File: src/rtl/battle_anim_pkg.sv
// Shared types and screen constants for the battle sprite animators.
package battle_anim_pkg;

  typedef enum logic [2:0] {
    HIDDEN,
    ENTER,
    IDLE,
    HIT,
    FAINT,
    FAINTED
  } anim_state_t;

  localparam int H_ACTIVE = 1024;
  localparam int V_ACTIVE = 768;

endpackage

File: src/rtl/frame_tick_gen.sv
// Registered one-cycle frame tick at the first vertical blanking line.
// Shared by the back- and front-sprite animators.
module frame_tick_gen
  import battle_anim_pkg::*;
#(
  parameter int FRAME_LINE = V_ACTIVE
) (
  input  logic        clk,
  input  logic        rst,
  input  logic [10:0] hcount,
  input  logic [9:0]  vcount,
  output logic        tick
);

  always_ff @(posedge clk) begin
    if (rst) begin
      tick <= 1'b0;
    end else begin
      tick <= (hcount == 11'd0) && (vcount == 10'(FRAME_LINE));
    end
  end

endmodule

File: src/rtl/battle_sprite_animator.sv
// Back-sprite position/visibility animator: slide-in, idle bob, hit flash, faint.
// Define ANIM_BOB_EN to build the idle bob counter.
module battle_sprite_animator
  import battle_anim_pkg::*;
#(
  parameter int START_X      = 0,
  parameter int HOME_X       = 128,
  parameter int HOME_Y       = 400,
  parameter int HEIGHT       = 144,
  parameter int SLIDE_STEP   = 4,
  parameter int FAINT_STEP   = 4,
  parameter int BOB_AMPL     = 2,
  parameter int BOB_PERIOD   = 16,
  parameter int FLASH_FRAMES = 4,
  parameter int FLASH_COUNT  = 3,
  parameter int FRAME_LINE   = 768
) (
  input  logic        pixel_clk_in,
  input  logic        rst_in,
  input  logic [10:0] hcount_in,
  input  logic [9:0]  vcount_in,
  input  logic        enter_in,
  input  logic        hit_in,
  input  logic        faint_in,
  output logic [10:0] x_out,
  output logic [9:0]  y_out,
  output logic        visible_out,
  output logic        busy_out,
  output logic        done_out
);

  if (HOME_X > 2047) begin : g_bad_home_x
    $error("HOME_X must not exceed 2047");
  end
  if (HOME_Y + HEIGHT > 1023) begin : g_bad_faint_end
    $error("HOME_Y+HEIGHT must not exceed 1023");
  end
  if (HOME_Y + BOB_AMPL > 1023) begin : g_bad_bob_ampl
    $error("HOME_Y+BOB_AMPL must not exceed 1023");
  end
  if ((BOB_PERIOD < 2) || ((BOB_PERIOD % 2) != 0)) begin : g_bad_bob_period
    $error("BOB_PERIOD must be even and at least 2");
  end

  localparam int FF_W = $clog2(FLASH_FRAMES + 1);
  localparam int TG_W = $clog2(2 * FLASH_COUNT + 1);

  localparam logic [10:0]     START_X_C  = 11'(START_X);
  localparam logic [10:0]     HOME_X_C   = 11'(HOME_X);
  localparam logic [11:0]     HOME_X_W   = 12'(HOME_X);
  localparam logic [9:0]      HOME_Y_C   = 10'(HOME_Y);
  localparam logic [9:0]      Y_END_C    = 10'(HOME_Y + HEIGHT);
  localparam logic [10:0]     Y_END_W    = 11'(HOME_Y + HEIGHT);
  localparam logic [FF_W-1:0] FF_LAST    = FF_W'(FLASH_FRAMES - 1);
  localparam logic [TG_W-1:0] TG_LAST    = TG_W'(2 * FLASH_COUNT - 1);

  anim_state_t     state;
  logic            tick;
  logic [FF_W-1:0] flash_frame;
  logic [TG_W-1:0] flash_toggle;
  logic [11:0]     x_sum;
  logic [10:0]     y_sum;

`ifdef ANIM_BOB_EN
  localparam int BOB_W = $clog2(BOB_PERIOD);
  localparam logic [BOB_W-1:0] BOB_LAST      = BOB_W'(BOB_PERIOD - 1);
  localparam logic [BOB_W-1:0] BOB_HIGH_FROM = BOB_W'(BOB_PERIOD / 2 - 1);
  localparam logic [9:0]       HOME_Y_BOB    = 10'(HOME_Y + BOB_AMPL);
  logic [BOB_W-1:0] bob_cnt;
`endif

  frame_tick_gen #(
    .FRAME_LINE (FRAME_LINE)
  ) u_tick (
    .clk    (pixel_clk_in),
    .rst    (rst_in),
    .hcount (hcount_in),
    .vcount (vcount_in),
    .tick   (tick)
  );

  // One extra bit so a step past the clamp point cannot wrap.
  assign x_sum = {1'b0, x_out} + 12'(SLIDE_STEP);
  assign y_sum = {1'b0, y_out} + 11'(FAINT_STEP);

  always_ff @(posedge pixel_clk_in) begin
    if (rst_in) begin
      state        <= HIDDEN;
      x_out        <= START_X_C;
      y_out        <= HOME_Y_C;
      visible_out  <= 1'b0;
      busy_out     <= 1'b0;
      done_out     <= 1'b0;
      flash_frame  <= '0;
      flash_toggle <= '0;
`ifdef ANIM_BOB_EN
      bob_cnt      <= '0;
`endif
    end else begin
      done_out <= 1'b0;
`ifdef ANIM_BOB_EN
      // Held at zero outside IDLE so every IDLE entry starts a fresh bob cycle.
      if (state != IDLE) bob_cnt <= '0;
`endif
      case (state)
        HIDDEN, FAINTED: begin
          if (enter_in) begin
            state       <= ENTER;
            x_out       <= START_X_C;
            y_out       <= HOME_Y_C;
            visible_out <= 1'b1;
            busy_out    <= 1'b1;
          end
        end
        ENTER: begin
          if (tick) begin
            if (x_sum >= HOME_X_W) begin
              x_out    <= HOME_X_C;
              state    <= IDLE;
              busy_out <= 1'b0;
              done_out <= 1'b1;
            end else begin
              x_out <= x_sum[10:0];
            end
          end
        end
        IDLE: begin
          if (faint_in) begin
            state       <= FAINT;
            y_out       <= HOME_Y_C;
            visible_out <= 1'b1;
            busy_out    <= 1'b1;
          end else if (hit_in) begin
            state        <= HIT;
            y_out        <= HOME_Y_C;
            visible_out  <= 1'b0;
            busy_out     <= 1'b1;
            flash_frame  <= '0;
            flash_toggle <= '0;
          end
`ifdef ANIM_BOB_EN
          else if (tick) begin
            if (bob_cnt == BOB_LAST) begin
              bob_cnt <= '0;
              y_out   <= HOME_Y_C;
            end else begin
              bob_cnt <= bob_cnt + 1'b1;
              y_out   <= (bob_cnt >= BOB_HIGH_FROM) ? HOME_Y_BOB : HOME_Y_C;
            end
          end
`endif
        end
        HIT: begin
          if (faint_in) begin
            state       <= FAINT;
            y_out       <= HOME_Y_C;
            visible_out <= 1'b1;
          end else if (tick) begin
            if (flash_frame == FF_LAST) begin
              flash_frame <= '0;
              // The last half-period ends the flash with the sprite shown.
              if (flash_toggle == TG_LAST) begin
                state       <= IDLE;
                visible_out <= 1'b1;
                busy_out    <= 1'b0;
              end else begin
                flash_toggle <= flash_toggle + 1'b1;
                visible_out  <= ~visible_out;
              end
            end else begin
              flash_frame <= flash_frame + 1'b1;
            end
          end
        end
        FAINT: begin
          if (tick) begin
            if (y_sum >= Y_END_W) begin
              y_out       <= Y_END_C;
              state       <= FAINTED;
              visible_out <= 1'b0;
              busy_out    <= 1'b0;
              done_out    <= 1'b1;
            end else begin
              y_out <= y_sum[9:0];
            end
          end
        end
        default: state <= HIDDEN;
      endcase
    end
  end

endmodule

File: config.mk
export PLATFORM = sky130hd
export DESIGN_NAME = battle_sprite_animator
export DESIGN_NICKNAME = d
export VERILOG_FILES = /design/src/rtl/battle_anim_pkg.sv /design/src/rtl/frame_tick_gen.sv /design/src/rtl/battle_sprite_animator.sv
export SDC_FILE = /design/constraint.sdc
export NUM_CORES = 1
export LEC_CHECK = 0
export BUFFER_PORTS_ARGS = -buffer_cell sky130_fd_sc_hd__buf_2
export CORE_ASPECT_RATIO = 0.9
export CORE_MARGIN = 2
export CORE_UTILIZATION = 37
export CTS_CLUSTER_SIZE = 14
export DETAILED_ROUTE_END_ITERATION = 7
export GPL_ROUTABILITY_DRIVEN = 1
export GPL_TIMING_DRIVEN = 0
export RECOVER_POWER = 25
export SETUP_SLACK_MARGIN = 0.4
export SLEW_MARGIN = 20
export SYNTH_ARGS = -nofsm -noshare
export SYNTH_HDL_FRONTEND = slang
export SYNTH_SLANG_ARGS = --single-unit
export TNS_END_PERCENT = 5
File: constraint.sdc
create_clock -name pixel_clk_in -period 1.9 [get_ports pixel_clk_in]
set_input_delay 0.095 -clock pixel_clk_in [delete_from_list [all_inputs] [get_ports pixel_clk_in]]
set_output_delay 0.095 -clock pixel_clk_in [all_outputs]
set_load 0.005 [all_outputs]
==> results of run 1 <==
## per-stage QoR
step | std cells | utilization (%)
global placement | 351 | 45.8
detailed placement | 351 | 45.8
finish | 370 | 52.8
global route | 370 | 52.8
floorplan | 243 | -
CTS | 368 | 50.8
## final timing paths
path                    to  slack, ns
setup / recovery  x_out[5]      -0.21
hold / removal    state[2]       0.20
setup reg to reg  x_out[5]      -0.21
hold reg to reg   x_out[7]       0.49
## worst reg2reg max path, stage by stage, from the launching register on
cell and delay (ns):
dfxtp_4 0.37, ha_4 0.17, o31a_1 0.25, or4b_4 0.54, buf_6 0.15, or4_4 0.40, a21oi_1 0.15
## flip-flops by register name, summed over array words and instances, names as in the netlist
name	count
x_out	9
y_out	8
flash_frame	3
flash_toggle	3
state	3
busy_out	1
done_out	1
u_tick.tick	1
visible_out	1
## cell usage after synthesis, types with 2 or more instances
library cell	instances	share of area [%]
nor2b_1	5	1.6
a311oi_1	3	1.4
and3_1	6	2.0
a21o_1	2	0.78
nand4_1	5	1.6
o211ai_1	2	0.78
nand2_1	18	3.5
inv_1	11	2.2
o21a_1	4	1.6
and4_1	3	1.4
o2111ai_1	3	1.4
nor3b_1	2	0.78
a211oi_1	2	0.78
and2_1	2	0.65
nor4b_1	2	0.92
nor4_1	6	2.0
o211a_1	4	2.1
a31oi_1	2	0.65
a21oi_1	20	5.2
dfxtp_1	30	31
or3_1	7	2.3
o31a_1	3	1.4
nor3_1	8	2.1
o21ai_0	12	3.1
nand3_1	8	2.1
nor2_1	11	2.2
buf_2	6	1.6
nand3b_1	2	0.78
o311ai_0	2	0.92
nand2b_1	4	1.3
a221oi_1	2	0.92
clkbuf_1	8	1.6
ha_1	6	3.9
or4_1	5	2.0
buf_4	4	1.6
## power by group
| part | leakage, nW | switching (W) | total [W] | internal (W) |
|---|---|---|---|---|
| clock network | 0.0416 | 0.000257 | 0.000507 | 0.000250 |
| logic | 0.759 | 0.000468 | 0.000873 | 0.000406 |
| registers | 0.249 | 0.0000676 | 0.000758 | 0.000690 |
## per-layer routing
metal	share of wire (%)	vias up	global-route usage [%]
met2	45	88	28.3
li1	-	1030	-
met5	0	-	0
met3	8.0	8	4.73
met4	1.3	0	5.08
met1	46	983	26.8
## cells by family (layout without fill, tap and decap cells)
family          count (synthesis)  count (layout)
mux                             1               1
buf+inv                        29              91
other cells                     1               4
flops                          30              30
fa+ha+maj                       6               6
simple gates                   99              99
compound gates                 72              72
xor+xnor                        2               2
## cell type report
| cell class | instances | share of cell area, % |
|---|---|---|
| Tap cell | 65 | 3.12 |
| Timing Repair Buffer | 54 | 11.5 |
| Clock buffer | 5 | 2.64 |
| Buffer | 18 | 5.82 |
| Multi-Input combinational cell | 184 | 50.6 |
| Inverter | 11 | 1.59 |
| Sequential cell | 30 | 24.1 |
| Clock inverter | 3 | 0.625 |
## timing repair
action	4_1_cts	5_1_grt
setup endpoints to repair	28	27
pin swaps	18	9
cloned	0	1
setup buffers	7	1
gates resized for setup	40	27
hold buffers	2	0
endpoints found under the hold margin	1	0
==> flow_metrics.tcl, run 1 <==
set metrics [dict create \
    hold_depth 4 \
    worstPathArrival_ns 2.32 \
    antenna_found_initial 0 \
    netlist_area_um2 1910 \
    syn_avg_cell_area_um2 7.97 \
    die_h_um 72.2 \
    hold_violations 0 \
    start_kind "register" \
    yosys_warnings 0 \
    antenna_cells 0 \
    critical_path_buf_inv_count 1 \
    area_growth_pct 36.0 \
    violations "setup timing" \
    cts_sinks 30 \
    vdd.ir_drop.worst_mv 0.365 \
    grt-ovfl-total 0 \
    cp-startpoint "x_out[2]" \
    whs_ns 0.197 \
    fin_tns_setup_ns -1.11 \
    critPathKind "register to register" \
    setup_viol 11 \
    fin_crit_ns 2.11 \
    cts_max_path_buffers 2 \
    fin_ws_ns -0.214 \
    ys_ff_latch 30 \
    synthCells 240 \
    max_stage_delay_ns 0.54 \
    seqCellArea_um2 628 \
    clkLatencyLatePin_ns 0.29 \
    first_pass_iters 4 \
    synth_edf_count 0 \
    final_area_um2 2600 \
    ys_types 55 \
    yosys.area_share.xor_xnor_pct 0.916 \
    status "finished with violations" \
    grt_max_degree 11 \
    rsz0062_at_grt "true" \
    viasPerCell 5.70 \
    clockRootBuffer "clkbuf_8" \
    clkTransAtPathRegs_ns 0.07 \
    total_power_w 0.00214 \
    num_rows 24 \
    synth-compound-area-share_pct 26.7 \
    final_cell_mix "buf_2, dfxtp_1, nand2_1, a21oi_1, buf_4" \
    port_buffers 43 \
    fill_cells 486 \
    grt_pass1_vias 1846 \
    fp.dieW_um 79.8 \
    cp_num_cells 6 \
    start_util_pct 38.8 \
    slew_headroom_pct 60.3 \
    dieArea_um2 5760 \
    synthAdderAreaFrac_pct 3.92 \
    htreeDepth 2 \
    placed_area_um2 2250 \
    multi_input_area_um2 1320 \
    maxCapViolCount 0 \
    cts_tree "done" \
    wl_per_cell_um 14.4 \
    cp_cell_sequence "ha_4 > o31a_1 > or4b_4 > buf_6 > or4_4 > a21oi_1" \
    ys_async_sr_fraction_pct 0 \
    vias 2109 \
    crit_family "simple AND/OR/NAND/NOR gates" \
    dp_hpwl_mm 3.80 \
    layout-drive-gt1-share_pct 35.1 \
    cts_buffers 5 \
    grt_pass1_wl_mm 8.56 \
    grtUsageTotal_pct 18.8 \
    drtIter0Drc 207 \
    ys_seq_area_share_pct 31.4 \
    end_kind "register" \
    routed_wl_mm 5.35 \
    hp-class "primary input to register" \
    fmax_ghz 0.473 \
    tightest_slew_ns 0.593 \
    synthSimpleGateAreaFrac_pct 29.4 \
    clock_skew_ns 0.0106 \
    period_share_pct 111 \
    r2r-start "x_out[2]" \
    power_density_nw_per_um2 821 \
    drc 0 \
    final_common_cell "buf_2" \
    muxShareOfSynthArea_pct 0.523 \
    synth_top_family_by_area "simple AND/OR/NAND/NOR gates" \
    reg2regPathDepth 6 \
    drtAntennaViolNets 0 \
    final_net_count 336 \
    dp_slack_ns -0.456 \
    place_congestion 0.860 \
    synthFlopType "dfxtp_1" \
    power.leakage_nw 1.05 \
    core_area_um2 4920 \
    min_from "enter_in" \
    boundaryPins 50 \
    worst_path_max_delay_cell "or4b_4" \
    drv_slew 0 \
    cp.required_ns 2.11 \
    cp_max_fo 5 \
]
Note: power is estimated with default switching activity, not from simulation.
==> run 2, diff against run 1 <==
--- a/config.mk
+++ b/config.mk
@@ -14,7 +14,7 @@
 export GPL_ROUTABILITY_DRIVEN = 1
 export GPL_TIMING_DRIVEN = 0
 export RECOVER_POWER = 25
-export SETUP_SLACK_MARGIN = 0.4
+export SETUP_SLACK_MARGIN = 0.1
 export SLEW_MARGIN = 20
 export SYNTH_ARGS = -nofsm -noshare
 export SYNTH_HDL_FRONTEND = slang
==> flow_metrics.tcl, run 2 (synthesis results as in run 1) <==
set metrics [dict create \
    routed_wl_mm 5.32 \
    start_util_pct 38.8 \
    end_kind "register" \
    place_inst 351 \
    clock_skew_ns 0.0111 \
    grt_max_degree 11 \
    drtAntennaViolNets 0 \
    dp_hpwl_mm 3.80 \
    area_growth_pct 35.3 \
    maxCapViolCount 0 \
    reg2regPathDepth 6 \
    top_register "x_out" \
    clockRootBuffer "clkbuf_8" \
    drv_slew 0 \
    critPathKind "register to register" \
    grt-ovfl-total 0 \
    layout-drive-gt1-share_pct 34.4 \
    dieArea_um2 5760 \
    grt_pass1_wl_mm 8.52 \
    core_area_um2 4920 \
    placed_area_um2 2250 \
    fp.dieW_um 79.8 \
    cp.required_ns 2.11 \
    fin_crit_ns 2.11 \
    drtIter0Drc 207 \
    period_share_pct 111 \
    p_sw_w 0.000791 \
    final_cell_mix "buf_2, dfxtp_1, a21oi_1" \
    pwr-share-clk_pct 23.9 \
    setup_viol 11 \
    wl_per_cell_um 14.4 \
    hp-class "primary input to register" \
    slew_headroom_pct 58.1 \
    cts_sinks 30 \
    internal_power_w 0.00134 \
    tightest_slew_ns 0.626 \
    die_h_um 72.2 \
    worstPathArrival_ns 2.32 \
    grtUsageTotal_pct 18.7 \
    viasPerCell 5.66 \
    reg.largest.list "x_out (9), y_out (8)" \
    first_pass_iters 4 \
    htreeDepth 2 \
    largest_register_ffs 9 \
    p_comb_share_pct 40.5 \
    vdd.ir_drop.worst_mv 0.366 \
    power.share.switching_pct 37.2 \
    antenna_cells 0 \
    fin_ws_ns -0.213 \
    vias 2094 \
    cp_max_fo 5 \
    rsz0062_at_grt "true" \
    final_net_count 336 \
    grt_pass1_vias 1839 \
    start_kind "register" \
    power_density_nw_per_um2 822 \
    antenna_found_initial 0 \
    final_common_cell "buf_2" \
    status "finished with violations" \
    drc 0 \
    cts_tree "done" \
    place_congestion 0.860 \
    pwr-share-seq_pct 35.6 \
    cts_max_path_buffers 2 \
    clkTransAtPathRegs_ns 0.07 \
    final_area_um2 2590 \
    fmax_ghz 0.473 \
    port_buffers 43 \
    power.leakage_nw 1.05 \
    final_cell_count_no_fill 370 \
    clkLatencyLatePin_ns 0.29 \
    cts_buffers 5 \
    num_rows 24 \
    boundaryPins 50 \
    hold_violations 0 \
    violations "setup timing" \
    hold_depth 4 \
]
==> run 2: changes by cell type in the layout (fill, tap and decap cells not counted) <==
cell      delta
buf_4        -2
clkbuf_4     +2
nor3_1       +1
a21oi_2      -1
a21oi_1      +1
o21ai_1      -1
nor3_2       -1
buf_6        -1
o21ai_0      +1
clkbuf_2     +1
==> run 2: through the flow <==
stage / setup TNS, ns / worst slack (ns) / utilization, % / total power (W) / hold slack (ns)
3_5_place_dp: -4.93 / -0.456 / 45.8 / 0.00146 / 0.262
4_1_cts: -0.967 / -0.211 / 50.6 / 0.00207 / 0.184
6_report: -1.11 / -0.213 / 52.5 / 0.00213 / 0.200
3_3_place_gp: -4.74 / -0.433 / 45.8 / 0.00147 / 0.266
2_1_floorplan: -0.525 / -0.120 / - / 0.00126 / 0.171
5_1_grt: -2.28 / -0.260 / 52.5 / 0.00227 / 0.211
==> run 2: path summary, 6_finish.rpt <==
path / startpoint / endpoint / slack, ns
worst min-delay path: enter_in / state[2] / 0.20
worst min register to register: x_out[7] / x_out[7] / 0.49
worst max-delay path: x_out[2] / x_out[5] / -0.21
worst max register to register: x_out[2] / x_out[5] / -0.21
==> run 2: timing repair <==
| action | 4_1_cts | 5_1_grt |
|---|---|---|
| gates resized for setup | 35 | 24 |
| hold endpoints to repair | 1 | 0 |
| gates cloned | 0 | 1 |
| hold buffers | 2 | 0 |
| buffers inserted | 7 | 1 |
| endpoints found under the setup margin | 22 | 26 |
| pin swaps | 15 | 5 |
==> run 2: per-layer routing <==
layer | share of wire (%) | up-vias | track usage, %
met5 | 0 | - | 0
met4 | 1.0 | 0 | 5.08
met3 | 7.1 | 7 | 4.73
met2 | 44 | 69 | 28.1
met1 | 48 | 992 | 26.8
li1 | - | 1026 | -
==> run 2: power groups by stage <==
stage	clock network (W)	logic, W	registers, W
final	0.000508	0.000860	0.000758
after global routing	0.000551	0.000952	0.000765
after CTS	0.000522	0.000794	0.000750
after detailed placement	0	0.000700	0.000764
after global placement	0	0.000699	0.000766
after floorplan	0	0.000507	0.000756
==> run 2: area by class of cell <==
class	count	area (µm²)
fill	493	2340
multi-input combinational	184	1310
sequential	30	628
timing repair buffer	54	299
buffer	18	145
tap	65	81.3
clock buffer	5	68.8
inverter	11	41.3
clock inverter	3	16.3
==> run 2: critical path, stage by stage, from the launching register on <==
cell,delay (ns)
dfxtp_4,0.37
ha_4,0.17
o31a_1,0.25
or4b_4,0.54
buf_6,0.15
or4_4,0.40
a21oi_1,0.15
